$ cat src/rtl/alu_pkg.sv
// Shared ALU definitions: opcodes, datapath widths and the
// request-arbiter FSM state type.
package alu_pkg;

  localparam int OP_W   = 2;
  localparam int OPND_W = 3;
  localparam int RES_W  = 6;

  localparam logic [OP_W-1:0] OP_XNOR  = 2'b00;
  localparam logic [OP_W-1:0] OP_SHIFT = 2'b01;
  localparam logic [OP_W-1:0] OP_ADD   = 2'b10;
  localparam logic [OP_W-1:0] OP_MULT  = 2'b11;

  typedef enum logic [1:0] {
    S_IDLE,
    S_ISSUE,
    S_WAIT,
    S_RESP
  } arb_state_t;

endpackage

$ cat src/rtl/alu_req_arbiter_if.sv
// Two-requester valid/ready bundle with a shared result bus.
// master = operand sources, slave = alu_req_arbiter.
interface alu_req_arbiter_if;
  import alu_pkg::*;

  logic              r0_valid;
  logic              r0_ready;
  logic [OP_W-1:0]   r0_op;
  logic [OPND_W-1:0] r0_a;
  logic [OPND_W-1:0] r0_b;
  logic              r0_rsp_valid;

  logic              r1_valid;
  logic              r1_ready;
  logic [OP_W-1:0]   r1_op;
  logic [OPND_W-1:0] r1_a;
  logic [OPND_W-1:0] r1_b;
  logic              r1_rsp_valid;

  logic [RES_W-1:0]  rsp_data;

  modport master (
    output r0_valid, r0_op, r0_a, r0_b,
    output r1_valid, r1_op, r1_a, r1_b,
    input  r0_ready, r0_rsp_valid,
    input  r1_ready, r1_rsp_valid,
    input  rsp_data
  );

  modport slave (
    input  r0_valid, r0_op, r0_a, r0_b,
    input  r1_valid, r1_op, r1_a, r1_b,
    output r0_ready, r0_rsp_valid,
    output r1_ready, r1_rsp_valid,
    output rsp_data
  );

endinterface

$ cat src/rtl/alu_rr_arbiter.sv
// 2-way grant. ALU_ARB_RR_EN selects round-robin; otherwise
// fixed priority with r0 winning.
module alu_rr_arbiter (
  input  logic       clk,
  input  logic       rst_n,
  input  logic       en,
  input  logic [1:0] req,
  output logic [1:0] gnt
);

`ifdef ALU_ARB_RR_EN
  // Set when r1 won last; reset value lets r0 win first.
  logic last_r1;

  always_comb begin
    gnt = 2'b00;
    if (en) begin
      unique case (1'b1)
        (req == 2'b11): gnt = last_r1 ? 2'b01 : 2'b10;
        (req == 2'b01): gnt = 2'b01;
        (req == 2'b10): gnt = 2'b10;
        default:        gnt = 2'b00;
      endcase
    end
  end

  always_ff @(posedge clk or negedge rst_n) begin
    if (!rst_n) begin
      last_r1 <= 1'b1;
    end else if (gnt[1]) begin
      last_r1 <= 1'b1;
    end else if (gnt[0]) begin
      last_r1 <= 1'b0;
    end
  end
`else
  logic unused_clk_rst;
  assign unused_clk_rst = clk ^ rst_n;

  assign gnt = en ? {req[1] & ~req[0], req[0]} : 2'b00;
`endif

endmodule

$ cat src/rtl/alu_req_arbiter.sv
// Shares one ALU between two requesters: accept, issue, wait LAT,
// capture, respond. Build with ALU_ARB_RR_EN for round-robin.
module alu_req_arbiter
  import alu_pkg::*;
#(
  parameter int LAT = 1
) (
  input  logic              clk,
  input  logic              rst_n,
  alu_req_arbiter_if.slave  req,
  output logic              alu_en,
  output logic [OP_W-1:0]   alu_op,
  output logic [OPND_W-1:0] alu_a,
  output logic [OPND_W-1:0] alu_b,
  input  logic [RES_W-1:0]  alu_dout,
  output logic              busy,
  output logic              grant_id
);

  arb_state_t state;
  logic [2:0] cnt;
  logic [1:0] gnt;
  logic       idle;

  assign idle = (state == S_IDLE);

  alu_rr_arbiter u_arb (
    .clk   (clk),
    .rst_n (rst_n),
    .en    (idle),
    .req   ({req.r1_valid, req.r0_valid}),
    .gnt   (gnt)
  );

  assign req.r0_ready = gnt[0];
  assign req.r1_ready = gnt[1];

  always_ff @(posedge clk or negedge rst_n) begin
    if (!rst_n) begin
      state            <= S_IDLE;
      cnt              <= '0;
      alu_en           <= 1'b0;
      alu_op           <= '0;
      alu_a            <= '0;
      alu_b            <= '0;
      busy             <= 1'b0;
      grant_id         <= 1'b0;
      req.rsp_data     <= '0;
      req.r0_rsp_valid <= 1'b0;
      req.r1_rsp_valid <= 1'b0;
    end else begin
      alu_en           <= 1'b0;
      req.r0_rsp_valid <= 1'b0;
      req.r1_rsp_valid <= 1'b0;
      unique case (state)
        S_IDLE: begin
          if (|gnt) begin
            state    <= S_ISSUE;
            busy     <= 1'b1;
            alu_en   <= 1'b1;
            grant_id <= gnt[1];
            alu_op   <= gnt[1] ? req.r1_op : req.r0_op;
            alu_a    <= gnt[1] ? req.r1_a  : req.r0_a;
            alu_b    <= gnt[1] ? req.r1_b  : req.r0_b;
          end
        end
        S_ISSUE: begin
          cnt   <= 3'(LAT);
          state <= S_WAIT;
        end
        S_WAIT: begin
          cnt <= cnt - 3'd1;
          if (cnt == 3'd1) begin
            req.rsp_data     <= alu_dout;
            req.r0_rsp_valid <= ~grant_id;
            req.r1_rsp_valid <= grant_id;
            state            <= S_RESP;
          end
        end
        S_RESP: begin
          busy  <= 1'b0;
          state <= S_IDLE;
        end
        default: state <= S_IDLE;
      endcase
    end
  end

endmodule

$ cat src/flat_wrapper.sv
// flat-port wrapper written by rule: the top's interface ports become plain ports
module alu_req_arbiter_flat import alu_pkg::*;
#(
  parameter int LAT = 1
)
  (clk, rst_n, alu_en, alu_op, alu_a, alu_b, alu_dout, busy, grant_id, req_r0_valid, req_r0_op, req_r0_a, req_r0_b, req_r1_valid, req_r1_op, req_r1_a, req_r1_b, req_r0_ready, req_r0_rsp_valid, req_r1_ready, req_r1_rsp_valid, req_rsp_data);
  alu_req_arbiter_if req_i ();
  input  logic clk;
  input  logic rst_n;
  output logic alu_en;
  output logic [OP_W-1:0] alu_op;
  output logic [OPND_W-1:0] alu_a;
  output logic [OPND_W-1:0] alu_b;
  input  logic [RES_W-1:0] alu_dout;
  output logic busy;
  output logic grant_id;
  input wire logic [$bits(req_i.r0_valid)-1:0] req_r0_valid;
  input wire logic [$bits(req_i.r0_op)-1:0] req_r0_op;
  input wire logic [$bits(req_i.r0_a)-1:0] req_r0_a;
  input wire logic [$bits(req_i.r0_b)-1:0] req_r0_b;
  input wire logic [$bits(req_i.r1_valid)-1:0] req_r1_valid;
  input wire logic [$bits(req_i.r1_op)-1:0] req_r1_op;
  input wire logic [$bits(req_i.r1_a)-1:0] req_r1_a;
  input wire logic [$bits(req_i.r1_b)-1:0] req_r1_b;
  output wire logic [$bits(req_i.r0_ready)-1:0] req_r0_ready;
  output wire logic [$bits(req_i.r0_rsp_valid)-1:0] req_r0_rsp_valid;
  output wire logic [$bits(req_i.r1_ready)-1:0] req_r1_ready;
  output wire logic [$bits(req_i.r1_rsp_valid)-1:0] req_r1_rsp_valid;
  output wire logic [$bits(req_i.rsp_data)-1:0] req_rsp_data;
  assign req_i.r0_valid = req_r0_valid;
  assign req_i.r0_op = req_r0_op;
  assign req_i.r0_a = req_r0_a;
  assign req_i.r0_b = req_r0_b;
  assign req_i.r1_valid = req_r1_valid;
  assign req_i.r1_op = req_r1_op;
  assign req_i.r1_a = req_r1_a;
  assign req_i.r1_b = req_r1_b;
  assign req_r0_ready = req_i.r0_ready;
  assign req_r0_rsp_valid = req_i.r0_rsp_valid;
  assign req_r1_ready = req_i.r1_ready;
  assign req_r1_rsp_valid = req_i.r1_rsp_valid;
  assign req_rsp_data = req_i.rsp_data;
  alu_req_arbiter #(.LAT(LAT)) u_core (.clk(clk), .rst_n(rst_n), .req(req_i), .alu_en(alu_en), .alu_op(alu_op), .alu_a(alu_a), .alu_b(alu_b), .alu_dout(alu_dout), .busy(busy), .grant_id(grant_id));
endmodule
$ cat config.mk
export PLATFORM = sky130hd
export DESIGN_NAME = alu_req_arbiter_flat
export DESIGN_NICKNAME = d
export VERILOG_FILES = /design/src/rtl/alu_pkg.sv /design/src/rtl/alu_req_arbiter_if.sv /design/src/rtl/alu_rr_arbiter.sv /design/src/rtl/alu_req_arbiter.sv /design/src/flat_wrapper.sv
export SDC_FILE = /design/constraint.sdc
export NUM_CORES = 1
export LEC_CHECK = 0
export CAP_MARGIN = 20
export CORE_MARGIN = 2
export CORE_UTILIZATION = 35
export CTS_CLUSTER_SIZE = 40
export DETAILED_ROUTE_END_ITERATION = 8
export PLACE_DENSITY_LB_ADDON = 0.05
export REMOVE_ABC_BUFFERS = 1
export SETUP_SLACK_MARGIN = 0.2
export SYNTH_ARGS = -nofsm -noshare
export SYNTH_HDL_FRONTEND = slang
export SYNTH_HIERARCHICAL = 1
export SYNTH_SLANG_ARGS = --single-unit
$ cat constraint.sdc
create_clock -name clk -period 1.7 [get_ports clk]
set_input_delay 0.34 -clock clk [delete_from_list [all_inputs] [get_ports clk]]
set_output_delay 0.34 -clock clk [all_outputs]
set_load 0.03 [all_outputs]
After elaboration in Yosys (flattened, before gate mapping)
Index checks and enable logic that the tools add are counted.

cells by class
  bitwise gates (word level) = 3
  mux-type cells = 16
  reductions and logical operators = 8
  equal/unequal tests = 6
  add/subtract/negate cells = 1

operators with widths
  operator                                                               number
  2-bit 2-to-1 mux                                                       4
  2-bit one-hot mux with 4 select lines                                  1
  2-bit AND reduction                                                    4
  1-bit 2-to-1 mux                                                       7
  3-bit 2-to-1 mux                                                       2
  3-bit one-hot mux with 2 select lines                                  1
  2-bit equality test, second input constant                             2
  2-bit by 1-bit != test with 1-bit output, second input constant        2
  2-bit nonzero test                                                     2
  3-bit by 1-bit equality test with 1-bit output, second input constant  1
  3-bit by 1-bit subtractor with 3-bit output, second input constant     1
  2-bit by 1-bit equality test with 1-bit output, second input constant  1
  2-bit zero test                                                        1
  1-bit NOT                                                              2
  1-bit one-hot mux with 2 select lines                                  1
  2-bit OR reduction                                                     1
  1-bit AND                                                              1

word-level totals
  input bits = 26
  output and inout bits = 21
  logic and storage cells = 45
  register bits after elaboration = 24

Longest topological paths before layout
  depth after elaboration = 6
  depth in mapped cells = 7
  mapped depth without buffers = 6

Hierarchy
The synthesis kept the hierarchy.

by module, submodules not included
  module           area an instance (µm²)  cells each  instances
  alu_req_arbiter  1,088.5                 89          1
  alu_rr_arbiter   16.3                    2           1

Worst setup path after synthesis
Ideal clock, no wire load.

  path kind = register -> register
  from = register u_core.state[0]
  to = register u_core.state[0]
  data arrival time = 1.670 ns
  setup slack = -0.096 ns
  stages on the path, launching flop included = 7
  data required time = 1.574 ns
  period minus slack after synthesis = 1.796 ns
  setup time = 0.126 ns
  cells stage by stage = dfrtp_1 inv_1 ha_1 and3b_1 buf_6 nor3b_4 o32a_1

between the ends
  cells in the longest elaborated chain, start to end = 5

RTL lines
  item                                                       RTL line               RTL
  from (decl)                                                alu_req_arbiter.sv:20  arb_state_t state;
  from (signal assigned)                                     alu_req_arbiter.sv:40  state <= S_IDLE;
  from (signal assigned)                                     alu_req_arbiter.sv:58  state <= S_ISSUE;
  from (signal assigned)                                     alu_req_arbiter.sv:69  state <= S_WAIT;
  2-bit zero test                                            alu_req_arbiter.sv:25  assign idle = (state == S_IDLE);
  named net u_core.idle                                      alu_req_arbiter.sv:23  logic idle;
  2-bit 2-to-1 mux                                           alu_rr_arbiter.sv:40   assign gnt = en ? {req[1] & ~req[0], req[0]} : 2'b00;
  named net req_r1_ready                                     flat_wrapper.sv:27     output wire logic [$bits(req_i.r1_ready)-1:0] req_r1_ready;
  2-bit OR reduction                                         alu_req_arbiter.sv:57  if (|gnt) begin
  2-bit by 1-bit != test with 1-bit output (no source line)  n/a
  2-bit AND reduction (no source line)                       n/a

The timed path passes the listed nets, and every way through them passes these cells.
A chain may end at the register's enable or synchronous reset.

Worst setup path in the final report
  from = register u_core.state[1]
  to = output port req_r1_ready

between the ends
  cells in the longest elaborated chain, start to end = 2

RTL lines
  item                   RTL line
  2-bit zero test        alu_req_arbiter.sv:25
  named net u_core.idle  alu_req_arbiter.sv:23
  2-bit 2-to-1 mux       alu_rr_arbiter.sv:40
  to (decl)              flat_wrapper.sv:27

The timed path passes the listed nets, and every way through them passes these cells.

==> flow_metrics.env <==
export IMPL_critPathArrivalTime_ns=1.38
export IMPL_post_drt_wl_per_cell_um=12.8
export IMPL_ys_types=24
export IMPL_yosysTopAreaCell="dfrtp_1"
export IMPL_final_cells=199
export IMPL_setup_viol=1
export IMPL_combinationalPowerShare=0.601
export IMPL_grt_overflow=0
export IMPL_viasPerCell=4.61
export IMPL_grt_pass1_vias=939
export IMPL_cp_start_kind="register"
export IMPL_netlist_area_leader_share=0.544
export IMPL_cts_tree="yes"
export IMPL_dp_cells=188
export IMPL_setup_ws_ns=-0.0215
export IMPL_endpoint_kind="output pin"
export IMPL_cp_data_required_time_ns=1.36
export IMPL_fin_worst_skew_ns=0.00112
export IMPL_synth_edf_count=0
export IMPL_io_buffers=46
export IMPL_avgSynthCellArea_um2=12.1
export IMPL_swShare=0.428
export IMPL_clock_path_buffers=2
export IMPL_worstPathCellList="inv_2 -> ha_4 -> and3b_2 -> buf_12 -> buf_8"
export IMPL_ys_seq_area_frac=0.544
export IMPL_num_io_pins=47
export IMPL_drv_cap=0
export IMPL_start_util=0.365
export IMPL_cpMaxStageDelayCell="dfrtp_1"
export IMPL_clock_power_share=0.096
export IMPL_synth_seq_cells=24
export IMPL_insertion_delay_ns=0.31
export IMPL_cp_max_fo=2
export IMPL_root_buffer="clkbuf_4"
export IMPL_yosys_top_cells_area="dfrtp_1 (54%), mux2i_1 (9.1%), ha_1 (6.8%)"
export IMPL_cts_htree_levels=1
export IMPL_seqPwrFrac=0.303
export IMPL_antenna_cells=0
export IMPL_antenna_left=0
export IMPL_postSynthCellCount=91
export IMPL_rows=20
export IMPL_clock_sinks=24
export IMPL_outcome="finished, violations left"
export IMPL_yosysWarnings=6
export IMPL_fin_crit_sh=1.01
export IMPL_rsz0062_at_grt="true"
export IMPL_synth_commonest_cells="dfrtp_1 (24), mux2i_1 (10), nand2_1 (10)"
export IMPL_fin_nets=188
export IMPL_synth_async_sr_flop_share=1.00
export IMPL_die_h_um=60.2
export IMPL_synthToLayoutAreaGrowth_pct=62.4
export IMPL_synth_ff_type="dfrtp_1"
export IMPL_grt_max_degree=25
export IMPL_hold_buffers=0
export IMPL_drcViolationCount=0
export IMPL_p_leak_nw=0.867
export IMPL_rr_startpoint="u_core/state[0]$_DFFE_PN0P_"
export IMPL_worst_pin_slew_ns=0.315
export IMPL_wl_um=2540
export IMPL_first_iter_violations=11
export IMPL_finalHoldViolations=0
export IMPL_worstSetupPathType="reg2out"
export IMPL_drive_above_1_share=0.252
export IMPL_synth_most_common_cell="dfrtp_1"
export IMPL_maxSlewViolCount=0
export IMPL_internal_power_w=0.00180
export IMPL_p_switching_w=0.00135
export IMPL_vias=917
export IMPL_grt_usage=0.149
export IMPL_crit_start="u_core/state[1]$_DFFE_PN0P_"
export IMPL_cts_buffers=3
export IMPL_slew_limit_headroom=0.791
export IMPL_powerDensity_nw_per_um2=1760
export IMPL_grt_pass1_wl_um=3940
export IMPL_ir_drop_mv=0.968
export IMPL_place_gp_congestion=0.744
export IMPL_antenna_found_initial=0
export IMPL_clk_transition_reported_paths_ns=0.13
export IMPL_place_ws_ns=-0.0554
export IMPL_violations="negative setup slack"
export IMPL_drt_pre_antenna_iters=4
export IMPL_coreArea_um2=3030
export IMPL_layout_min_cycle_time_ns=1.72
export IMPL_mappedNetlistArea_um2=1100
export IMPL_dp_hpwl_um=1810
export IMPL_worst_hold_path_type="in2async"
export IMPL_chipWidth_um=60.2
export IMPL_die_area_um2=3620
export IMPL_max_stage_delay_ns=0.40
export IMPL_fmax_mhz=581
registers in the layout, indices dropped and copies added (netlist names):
register / flops
u_core/req.r1_rsp_valid: 1
u_core/alu_op: 2
u_core/req.r0_rsp_valid: 1
u_core/alu_a: 3
u_core/alu_en: 1
u_core/req.rsp_data: 6
u_core/grant_id: 1
u_core/alu_b: 3
u_core/busy: 1
u_core/state: 2
u_core/cnt: 3
final cells by class:
| class | count | area, um2 |
|---|---|---|
| Clock buffer | 4 | 36.3 |
| Fill cell | 284 | 1230 |
| Inverter | 8 | 30.0 |
| Multi-Input combinational cell | 57 | 489 |
| Sequential cell | 24 | 601 |
| Tap cell | 44 | 55.1 |
| Timing Repair Buffer | 62 | 583 |
power groups by stage:
stage / Sequential, W / Combinational (W) / Clock, W
floorplan: 0.00138 / 0.000671 / 0
global placement: 0.000971 / 0.00177 / 0
CTS: 0.000960 / 0.00186 / 0.000315
detailed placement: 0.000986 / 0.00181 / 0
global route: 0.000986 / 0.00205 / 0.000336
finish: 0.000956 / 0.00189 / 0.000302
through the flow:
| step | util | power [W] | instance area (um2) | hold slack [ns] | setup TNS (ns) |
|---|---|---|---|---|---|
| 2_1_floorplan | - | 0.00205 | 1090 | 0.0444 | -3.79 |
| 3_3_place_gp | 0.555 | 0.00274 | 1680 | 0.466 | -0.0241 |
| 3_5_place_dp | 0.555 | 0.00280 | 1680 | 0.476 | -0.338 |
| 4_1_cts | 0.591 | 0.00313 | 1790 | 0.367 | -0.0379 |
| 5_1_grt | 0.593 | 0.00337 | 1790 | 0.374 | -0.366 |
| 6_report | 0.593 | 0.00315 | 1790 | 0.363 | -0.0215 |
placed cells by master, fill, tap and decap left out:
cell type and instances:
a21oi_1 1, a21oi_2 1, a22o_1 2, and2_4 1, and3_1 1, and3b_2 1, buf_12 1, buf_4 12
buf_6 4, buf_8 1, clkbuf_2 1, clkbuf_4 3, clkbuf_8 1, clkdlybuf4s50_1 25, dfrtp_1 24, dlygate4sd2_1 18
ha_1 5, ha_4 1, inv_1 5, inv_2 3, mux2_2 6, mux2i_1 10, nand2_1 10, nand2b_1 1
nand3b_1 1, nand3b_4 1, nor2_1 2, nor3b_4 1, o21ai_0 5, o21ai_1 4, o21ai_4 1, o22a_1 1
o32a_1 1
repair_timing:
action                     in CTS  in global routing
cloned                          1                  0
setup buffers                   6                  0
gates resized for setup        35                  5
pin swaps                       3                  2
setup endpoints to repair      32                 21
worst max-delay path: cells and delay by family, from the launching register on:
family,cells,cell delay (ns)
flip-flops,1,0.40
AND/OR/NAND/NOR,1,0.21
buffers and inverters,3,0.30
adder cells (fa/ha/maj),1,0.15
cells by family after synthesis:
| kind of cell | share of synthesized area |
|---|---|
| buf+inv | 0.0419 |
| compound gates | 0.0940 |
| simple gates | 0.101 |
| mux | 0.152 |
| flops | 0.544 |
| fa+ha+maj | 0.0679 |
routing by layer:
layer  track usage  wire, um  up-vias
met5             0         0        -
met4        0.0476        25        0
met3        0.0411       144        5
met2         0.276      1320       27
met1         0.162      1050      442
li1              -         -      443
final timing paths:
path | depth (start not counted) | slack, ns | to
worst min register to register | 2 | 0.49 | u_core/alu_op[1]$_DFFE_PN0P_
worst max-delay path | 5 | -0.02 | req_r1_ready
worst max register to register | 8 | 0.03 | u_core/state[0]$_DFFE_PN0P_
worst min-delay path | 2 | 0.36 | u_core/state[1]$_DFFE_PN0P_
max in group asynchronous | 2 | 1.11 | u_core/alu_op[1]$_DFFE_PN0P_
min in group clk | 2 | 0.49 | u_core/alu_op[1]$_DFFE_PN0P_
(Power assumes the default switching activity.)
